**src/rtl/pipe_csel_adder_if.sv**
```systemverilog
// pipe_csel_adder_if: operand/result handshake bundle for pipe_csel_adder.
//   master : operand source + result sink (drives IN_VALID, A, B, C_IN, SUB, OUT_READY)
//   slave  : the adder (drives IN_READY, OUT_VALID, SUM, C_OUT[, OVF])
// Optional OVF signal exists only when PIPE_CSEL_ADDER_OVF_EN is defined.
interface pipe_csel_adder_if #(
  parameter int unsigned WIDTH = 16
);
  logic             IN_VALID;
  logic             IN_READY;
  logic [WIDTH-1:0] A;
  logic [WIDTH-1:0] B;
  logic             C_IN;
  logic             SUB;
  logic             OUT_VALID;
  logic             OUT_READY;
  logic [WIDTH-1:0] SUM;
  logic             C_OUT;
`ifdef PIPE_CSEL_ADDER_OVF_EN
  logic             OVF;

  modport master (
    output IN_VALID, A, B, C_IN, SUB, OUT_READY,
    input  IN_READY, OUT_VALID, SUM, C_OUT, OVF
  );
  modport slave (
    input  IN_VALID, A, B, C_IN, SUB, OUT_READY,
    output IN_READY, OUT_VALID, SUM, C_OUT, OVF
  );
`else
  modport master (
    output IN_VALID, A, B, C_IN, SUB, OUT_READY,
    input  IN_READY, OUT_VALID, SUM, C_OUT
  );
  modport slave (
    input  IN_VALID, A, B, C_IN, SUB, OUT_READY,
    output IN_READY, OUT_VALID, SUM, C_OUT
  );
`endif
endinterface

```
**src/rtl/pipe_csel_adder.sv**
```systemverilog
// pipe_csel_adder: pipelined carry-select adder/subtractor.
//   One segment of SEG_WIDTH bits is resolved per stage; NUM_SEG = WIDTH/SEG_WIDTH
//   stages, latency NUM_SEG, throughput one operation per cycle.
// Ports:
//   clk   : rising-edge clock
//   rst_n : asynchronous active-low reset
//   bus   : slave side of pipe_csel_adder_if (IN_VALID/IN_READY, A, B, C_IN, SUB,
//           OUT_VALID/OUT_READY, SUM, C_OUT[, OVF])
// Optional: define PIPE_CSEL_ADDER_OVF_EN to add the registered signed-overflow OVF.
module pipe_csel_adder #(
  parameter int unsigned WIDTH        = 16,
  parameter int unsigned SEG_WIDTH    = 4,
  parameter bit          SUB_EN_PARAM = 1'b1
) (
  input logic               clk,
  input logic               rst_n,
  pipe_csel_adder_if.slave  bus
);

  localparam int unsigned NUM_SEG = WIDTH / SEG_WIDTH;
  localparam int unsigned LAST    = NUM_SEG - 1;
  localparam int unsigned SW1     = SEG_WIDTH + 1;

  // Reject widths that do not split into whole segments
  if ((WIDTH % SEG_WIDTH) != 0) begin : g_bad_width
    $error("pipe_csel_adder: WIDTH must be a multiple of SEG_WIDTH");
  end

  // Per-stage registers: operands ride along, resolved sum bits accumulate
  logic [WIDTH-1:0]   a_q [NUM_SEG];
  logic [WIDTH-1:0]   b_q [NUM_SEG];
  logic [WIDTH-1:0]   s_q [NUM_SEG];
  logic [WIDTH-1:0]   a_d [NUM_SEG];
  logic [WIDTH-1:0]   b_d [NUM_SEG];
  logic [WIDTH-1:0]   s_d [NUM_SEG];
  logic [NUM_SEG-1:0] c_q, c_d;
  logic [NUM_SEG-1:0] v_q, v_d;

  // Stage inputs: stage 0 from the bus, stage k from stage k-1
  logic [WIDTH-1:0]   src_a [NUM_SEG];
  logic [WIDTH-1:0]   src_b [NUM_SEG];
  logic [WIDTH-1:0]   src_s [NUM_SEG];
  logic [NUM_SEG-1:0] src_c, src_v;

  logic               adv;
  logic               sub_eff;
  logic [SEG_WIDTH:0] sum0, sum1;

  // Whole pipe moves only when the output slot is empty or being drained
  assign adv     = ~v_q[LAST] | bus.OUT_READY;
  assign sub_eff = SUB_EN_PARAM & bus.SUB;

  // Operand conditioning and stage-to-stage routing
  always_comb begin
    src_c = '0;
    src_v = '0;
    for (int k = 0; k < int'(NUM_SEG); k++) begin
      src_a[k] = '0;
      src_b[k] = '0;
      src_s[k] = '0;
    end
    // Subtract as A + ~B + 1; C_IN is ignored in that mode
    src_a[0] = bus.A;
    src_b[0] = sub_eff ? ~bus.B : bus.B;
    src_s[0] = '0;
    src_c[0] = sub_eff | bus.C_IN;
    src_v[0] = bus.IN_VALID;
    for (int k = 1; k < int'(NUM_SEG); k++) begin
      src_a[k] = a_q[k-1];
      src_b[k] = b_q[k-1];
      src_s[k] = s_q[k-1];
      src_c[k] = c_q[k-1];
      src_v[k] = v_q[k-1];
    end
  end

  // Carry-select per segment: both carry-in cases precomputed, incoming carry picks
  always_comb begin
    sum0 = '0;
    sum1 = '0;
    c_d  = '0;
    v_d  = '0;
    for (int k = 0; k < int'(NUM_SEG); k++) begin
      a_d[k] = src_a[k];
      b_d[k] = src_b[k];
      s_d[k] = src_s[k];
      v_d[k] = src_v[k];
      sum0 = {1'b0, src_a[k][k*SEG_WIDTH +: SEG_WIDTH]}
           + {1'b0, src_b[k][k*SEG_WIDTH +: SEG_WIDTH]};
      sum1 = {1'b0, src_a[k][k*SEG_WIDTH +: SEG_WIDTH]}
           + {1'b0, src_b[k][k*SEG_WIDTH +: SEG_WIDTH]} + SW1'(1);
      s_d[k][k*SEG_WIDTH +: SEG_WIDTH] = src_c[k] ? sum1[SEG_WIDTH-1:0] : sum0[SEG_WIDTH-1:0];
      c_d[k] = src_c[k] ? sum1[SEG_WIDTH] : sum0[SEG_WIDTH];
    end
  end

  // Pipeline registers; the last stage doubles as the output register
  always_ff @(posedge clk or negedge rst_n) begin
    if (!rst_n) begin
      for (int k = 0; k < int'(NUM_SEG); k++) begin
        a_q[k] <= '0;
        b_q[k] <= '0;
        s_q[k] <= '0;
      end
      c_q <= '0;
      v_q <= '0;
    end else if (adv) begin
      for (int k = 0; k < int'(NUM_SEG); k++) begin
        a_q[k] <= a_d[k];
        b_q[k] <= b_d[k];
        s_q[k] <= s_d[k];
      end
      c_q <= c_d;
      v_q <= v_d;
    end
  end

`ifdef PIPE_CSEL_ADDER_OVF_EN
  logic ovf_d, ovf_q;

  // Carry into the MSB is recovered as a^b^sum at that bit; overflow = cin_msb ^ cout
  assign ovf_d = a_d[LAST][WIDTH-1] ^ b_d[LAST][WIDTH-1] ^ s_d[LAST][WIDTH-1] ^ c_d[LAST];

  always_ff @(posedge clk or negedge rst_n) begin
    if (!rst_n) begin
      ovf_q <= 1'b0;
    end else if (adv) begin
      ovf_q <= ovf_d;
    end
  end

  assign bus.OVF = ovf_q;
`endif

  assign bus.IN_READY  = adv;
  assign bus.OUT_VALID = v_q[LAST];
  assign bus.SUM       = s_q[LAST];
  assign bus.C_OUT     = c_q[LAST];

endmodule

```
**src/flat_wrapper.sv**
```systemverilog
// flat-port wrapper written by rule: the top's interface ports become plain ports
module pipe_csel_adder_flat 
#(
  parameter int unsigned WIDTH        = 16,
  parameter int unsigned SEG_WIDTH    = 4,
  parameter bit          SUB_EN_PARAM = 1'b1
)
  (clk, rst_n, bus_IN_VALID, bus_A, bus_B, bus_C_IN, bus_SUB, bus_OUT_READY, bus_IN_READY, bus_OUT_VALID, bus_SUM, bus_C_OUT);
  pipe_csel_adder_if #(.WIDTH(WIDTH)) bus_i ();
  input logic clk;
  input logic rst_n;
  input wire logic [$bits(bus_i.IN_VALID)-1:0] bus_IN_VALID;
  input wire logic [$bits(bus_i.A)-1:0] bus_A;
  input wire logic [$bits(bus_i.B)-1:0] bus_B;
  input wire logic [$bits(bus_i.C_IN)-1:0] bus_C_IN;
  input wire logic [$bits(bus_i.SUB)-1:0] bus_SUB;
  input wire logic [$bits(bus_i.OUT_READY)-1:0] bus_OUT_READY;
  output wire logic [$bits(bus_i.IN_READY)-1:0] bus_IN_READY;
  output wire logic [$bits(bus_i.OUT_VALID)-1:0] bus_OUT_VALID;
  output wire logic [$bits(bus_i.SUM)-1:0] bus_SUM;
  output wire logic [$bits(bus_i.C_OUT)-1:0] bus_C_OUT;
  assign bus_i.IN_VALID = bus_IN_VALID;
  assign bus_i.A = bus_A;
  assign bus_i.B = bus_B;
  assign bus_i.C_IN = bus_C_IN;
  assign bus_i.SUB = bus_SUB;
  assign bus_i.OUT_READY = bus_OUT_READY;
  assign bus_IN_READY = bus_i.IN_READY;
  assign bus_OUT_VALID = bus_i.OUT_VALID;
  assign bus_SUM = bus_i.SUM;
  assign bus_C_OUT = bus_i.C_OUT;
  pipe_csel_adder #(.WIDTH(WIDTH), .SEG_WIDTH(SEG_WIDTH), .SUB_EN_PARAM(SUB_EN_PARAM)) u_core (.clk(clk), .rst_n(rst_n), .bus(bus_i));
endmodule
```
**config.mk**
```make
export PLATFORM = sky130hd
export DESIGN_NAME = pipe_csel_adder_flat
export DESIGN_NICKNAME = d
export VERILOG_FILES = /design/src/rtl/pipe_csel_adder_if.sv /design/src/rtl/pipe_csel_adder.sv /design/src/flat_wrapper.sv
export SDC_FILE = /design/constraint.sdc
export NUM_CORES = 1
export LEC_CHECK = 0
export ABC_AREA = 1
export CAP_MARGIN = 20
export CELL_PAD_IN_SITES_DETAIL_PLACEMENT = 0
export CELL_PAD_IN_SITES_GLOBAL_PLACEMENT = 2
export CORE_AREA = 2 2 80 158
export CTS_BUF_LIST = sky130_fd_sc_hd__clkbuf_4 sky130_fd_sc_hd__clkbuf_8
export CTS_CLUSTER_SIZE = 16
export DETAILED_ROUTE_END_ITERATION = 7
export DIE_AREA = 0 0 82 160
export DONT_BUFFER_PORTS = 1
export GPL_TIMING_DRIVEN = 0
export PLACE_DENSITY_LB_ADDON = 0.1
export SYNTH_ARGS = -nofsm -noshare
export SYNTH_HDL_FRONTEND = slang
export SYNTH_SLANG_ARGS = --single-unit
export TNS_END_PERCENT = 5
```
**constraint.sdc**
```tcl
create_clock -name clk -period 2.2 [get_ports clk]
set_clock_uncertainty 0.2 [all_clocks]
set_input_delay 0.66 -clock clk [delete_from_list [all_inputs] [get_ports clk]]
set_output_delay 0.66 -clock clk [all_outputs]
set_load 0.02 [all_outputs]
```
==> impl_metrics.tcl <==
set metrics [dict create \
    arrival_ns 2.24 \
    dr.pass1.iters 4 \
    synthCells 554 \
    total_power_uw 7185 \
    post_drt_wl_per_cell_um 15.29 \
    gp_congestion 0.8161 \
    area_growth_syn_to_layout_pct 10.51 \
    antenna_found_initial 0 \
    initial_core_util_pct 39.05 \
    final-setup-viol-count 0 \
    vias_per_cell 4.837 \
    routed_wl_mm 11.05 \
    path_class "in -> reg" \
    fillCellCount 1271 \
    final_common_cell "nand2_1" \
    clock_tree.buffer_depth 2 \
    io_pins 57 \
    finalSetupTns_ns 0 \
    drc_errors 0 \
    first_global_vias 3390 \
    clk_transition_reported_paths_ns 0.11 \
    synthFlopType "dfrtp_1" \
    grt_pass1_wl_mm 17.84 \
    synth_cell_types 26 \
    dp_hpwl_mm 7.848 \
    synth_seq_cells 96 \
    fmax_mhz 458.8 \
    insertedDiodeCount 0 \
    clk_latency_ns 0.37 \
    rsz0062_at_grt "yes" \
    min_period_ns 2.180 \
    die_height_um 160 \
    pre_cts_ws_ns -0.7026 \
    grt_usage_pct 18.30 \
    cts_root_buffer "clkbuf_8" \
    finalNetCount 633 \
    path_max_fanout 4 \
    hold_slack_ns -0.2311 \
    required_ns 2.26 \
    multi_input_area_um2 1979 \
    async_flop_share_pct 100.0 \
    initialDrtViolationCount 185 \
    syn_nets 616 \
    most-common-layout-cells "nand2_1 (210), dfrtp_1 (95), inv_1 (56), o21ai_0 (56), nand3_1 (25)" \
    seq_area_um2 2404 \
    hp-class "in -> async" \
    powerDensity_nw_per_um2 1390 \
    synth_edf_count 0 \
    postSynthAreaPerCell_um2 8.444 \
    dp_cells 701 \
    dieWidth_um 82 \
    row_count 57 \
    die_area_um2 13120 \
    fin_crit_sh_pct 99.07 \
    portBuffers 0 \
    finalMaxSlewViolations 0 \
    violations "hold timing" \
    grt_max_degree 97 \
    fin_ws_ns 0.02039 \
    instances_no_fill 723 \
    crit_path_start_kind "primary input" \
    ant_nets 0 \
    endpoint_kind "flop" \
    syn_area_um2 4678 \
    synth.yosys.seq_area_share_pct 51.35 \
    cts.sink_count 96 \
    yosysWarnings 0 \
    cts.htree.levels 3 \
    drive_above_1_share_pct 9.896 \
    slew_headroom_pct 64.41 \
    max_cap_viol_count 0 \
    finalHoldViolCount 96 \
    p_leak_uw 0.002635 \
    worst_pin_slew_ns 0.5338 \
    core_um2 11980 \
    vdd_drop_max_uv 598.7 \
    status "finished, violations left" \
    numCtsBuffers 9 \
    globalRoute.totalOverflow 0 \
    vias 3497 \
    tritoncts "yes" \
]
flip-flops by register name, summed over array words and instances, names as in the netlist:
name	flops
u_core.c_q	4
u_core.b_d	24
u_core.a_d	24
u_core.bus.SUM	16
u_core.s_d	24
u_core.v_q	4
layer usage:
layer / track usage, % / vias to the layer above / part of all wire (%)
met3: 3.277 / 15 / 3.1
li1: - / 1779 / -
met4: 6.364 / 0 / 1.9
met1: 24.10 / 1649 / 45
met5: 0 / - / 0
met2: 29.75 / 54 / 50
path summary, 6_finish.rpt:
| path | start | end | slack (ns) | cells past startpoint |
|---|---|---|---|---|
| worst max-delay path | bus_SUB | u_core.c_q[0]$_DFFE_PN0P_ | 0.02 | 12 |
| worst min register to register | u_core.a_d[31]$_DFFE_PN0P_ | u_core.a_d[15]$_DFFE_PN0P_ | 0.27 | 2 |
| worst min-delay path | rst_n | u_core.bus.SUM[7]$_DFFE_PN0P_ | -0.23 | 0 |
| max in group asynchronous | rst_n | u_core.s_d[19]$_DFFE_PN0P_ | 1.83 | 0 |
| min in group clk | bus_A[4] | u_core.a_d[36]$_DFFE_PN0P_ | 0.19 | 2 |
| worst max register to register | u_core.a_d[24]$_DFFE_PN0P_ | u_core.s_d[10]$_DFFE_PN0P_ | 0.10 | 7 |
area by class of cell:
type	instances	area share, %
inverters	59	4.284
multi-input cells	377	38.29
well taps	147	3.558
repair buffers	7	1.016
clock buffers	10	2.662
flip-flops and latches	96	46.49
plain buffers	21	2.759
clock inverters	6	0.9439
Yosys cell counts (all sizes together), types with 2 or more instances:
cell type / n / area, um2
o211ai: 2 / 15.01
nand2: 210 / 788.3
nor2: 18 / 82.58
inv: 59 / 221.5
nor3: 3 / 25.02
buf: 17 / 108.9
fa: 4 / 80.08
nand3b: 4 / 30.03
xor2: 3 / 26.28
ha: 20 / 250.2
o21ai: 57 / 285.3
a21oi: 11 / 55.05
dfrtp: 96 / 2402
xnor2: 13 / 113.9
nand3: 25 / 125.1
clkbuf: 5 / 18.77
o31ai: 3 / 22.52
cells by family after synthesis:
logic type | Yosys count | share of synthesized area [%]
fa+ha+maj | 24 | 7.061
buf+inv | 81 | 7.462
compound gates | 75 | 8.398
flops | 96 | 51.35
xor+xnor | 16 | 2.996
simple gates | 262 | 22.73
timing repair:
item                                    4_1_cts  5_1_grt
hold endpoints to repair                     96       96
buffers inserted                              4        3
endpoints found under the setup margin        6       10
gates resized for setup                       4       13
gates cloned                                  0        0
pin swaps                                     5        6
through the flow:
step,hold WS [ns],area (um2),utilization (%)
2_1_floorplan,0.1644,4697,-
3_3_place_gp,0.1670,4881,40.74
3_5_place_dp,0.1666,4881,40.74
4_1_cts,-0.2558,5099,42.55
5_1_grt,-0.2685,5170,43.15
6_report,-0.2311,5170,43.15
power by group:
part | internal, uW | switching [uW] | total (uW)
sequential | 2540 | 700 | 3240
combinational | 1090 | 1720 | 2810
clock | 460 | 674 | 1130
worst max-delay path, cell delays in order:
cell and delay (ns):
buf_16 0.11, xor2_2 0.11, ha_2 0.20, inv_2 0.04
fa_1 0.46, inv_1 0.11, ha_4 0.13, inv_2 0.04
nor3_4 0.14, nand3_1 0.09, nand3_1 0.09, nand2_1 0.05
Note: power is estimated with default switching activity, not from simulation.
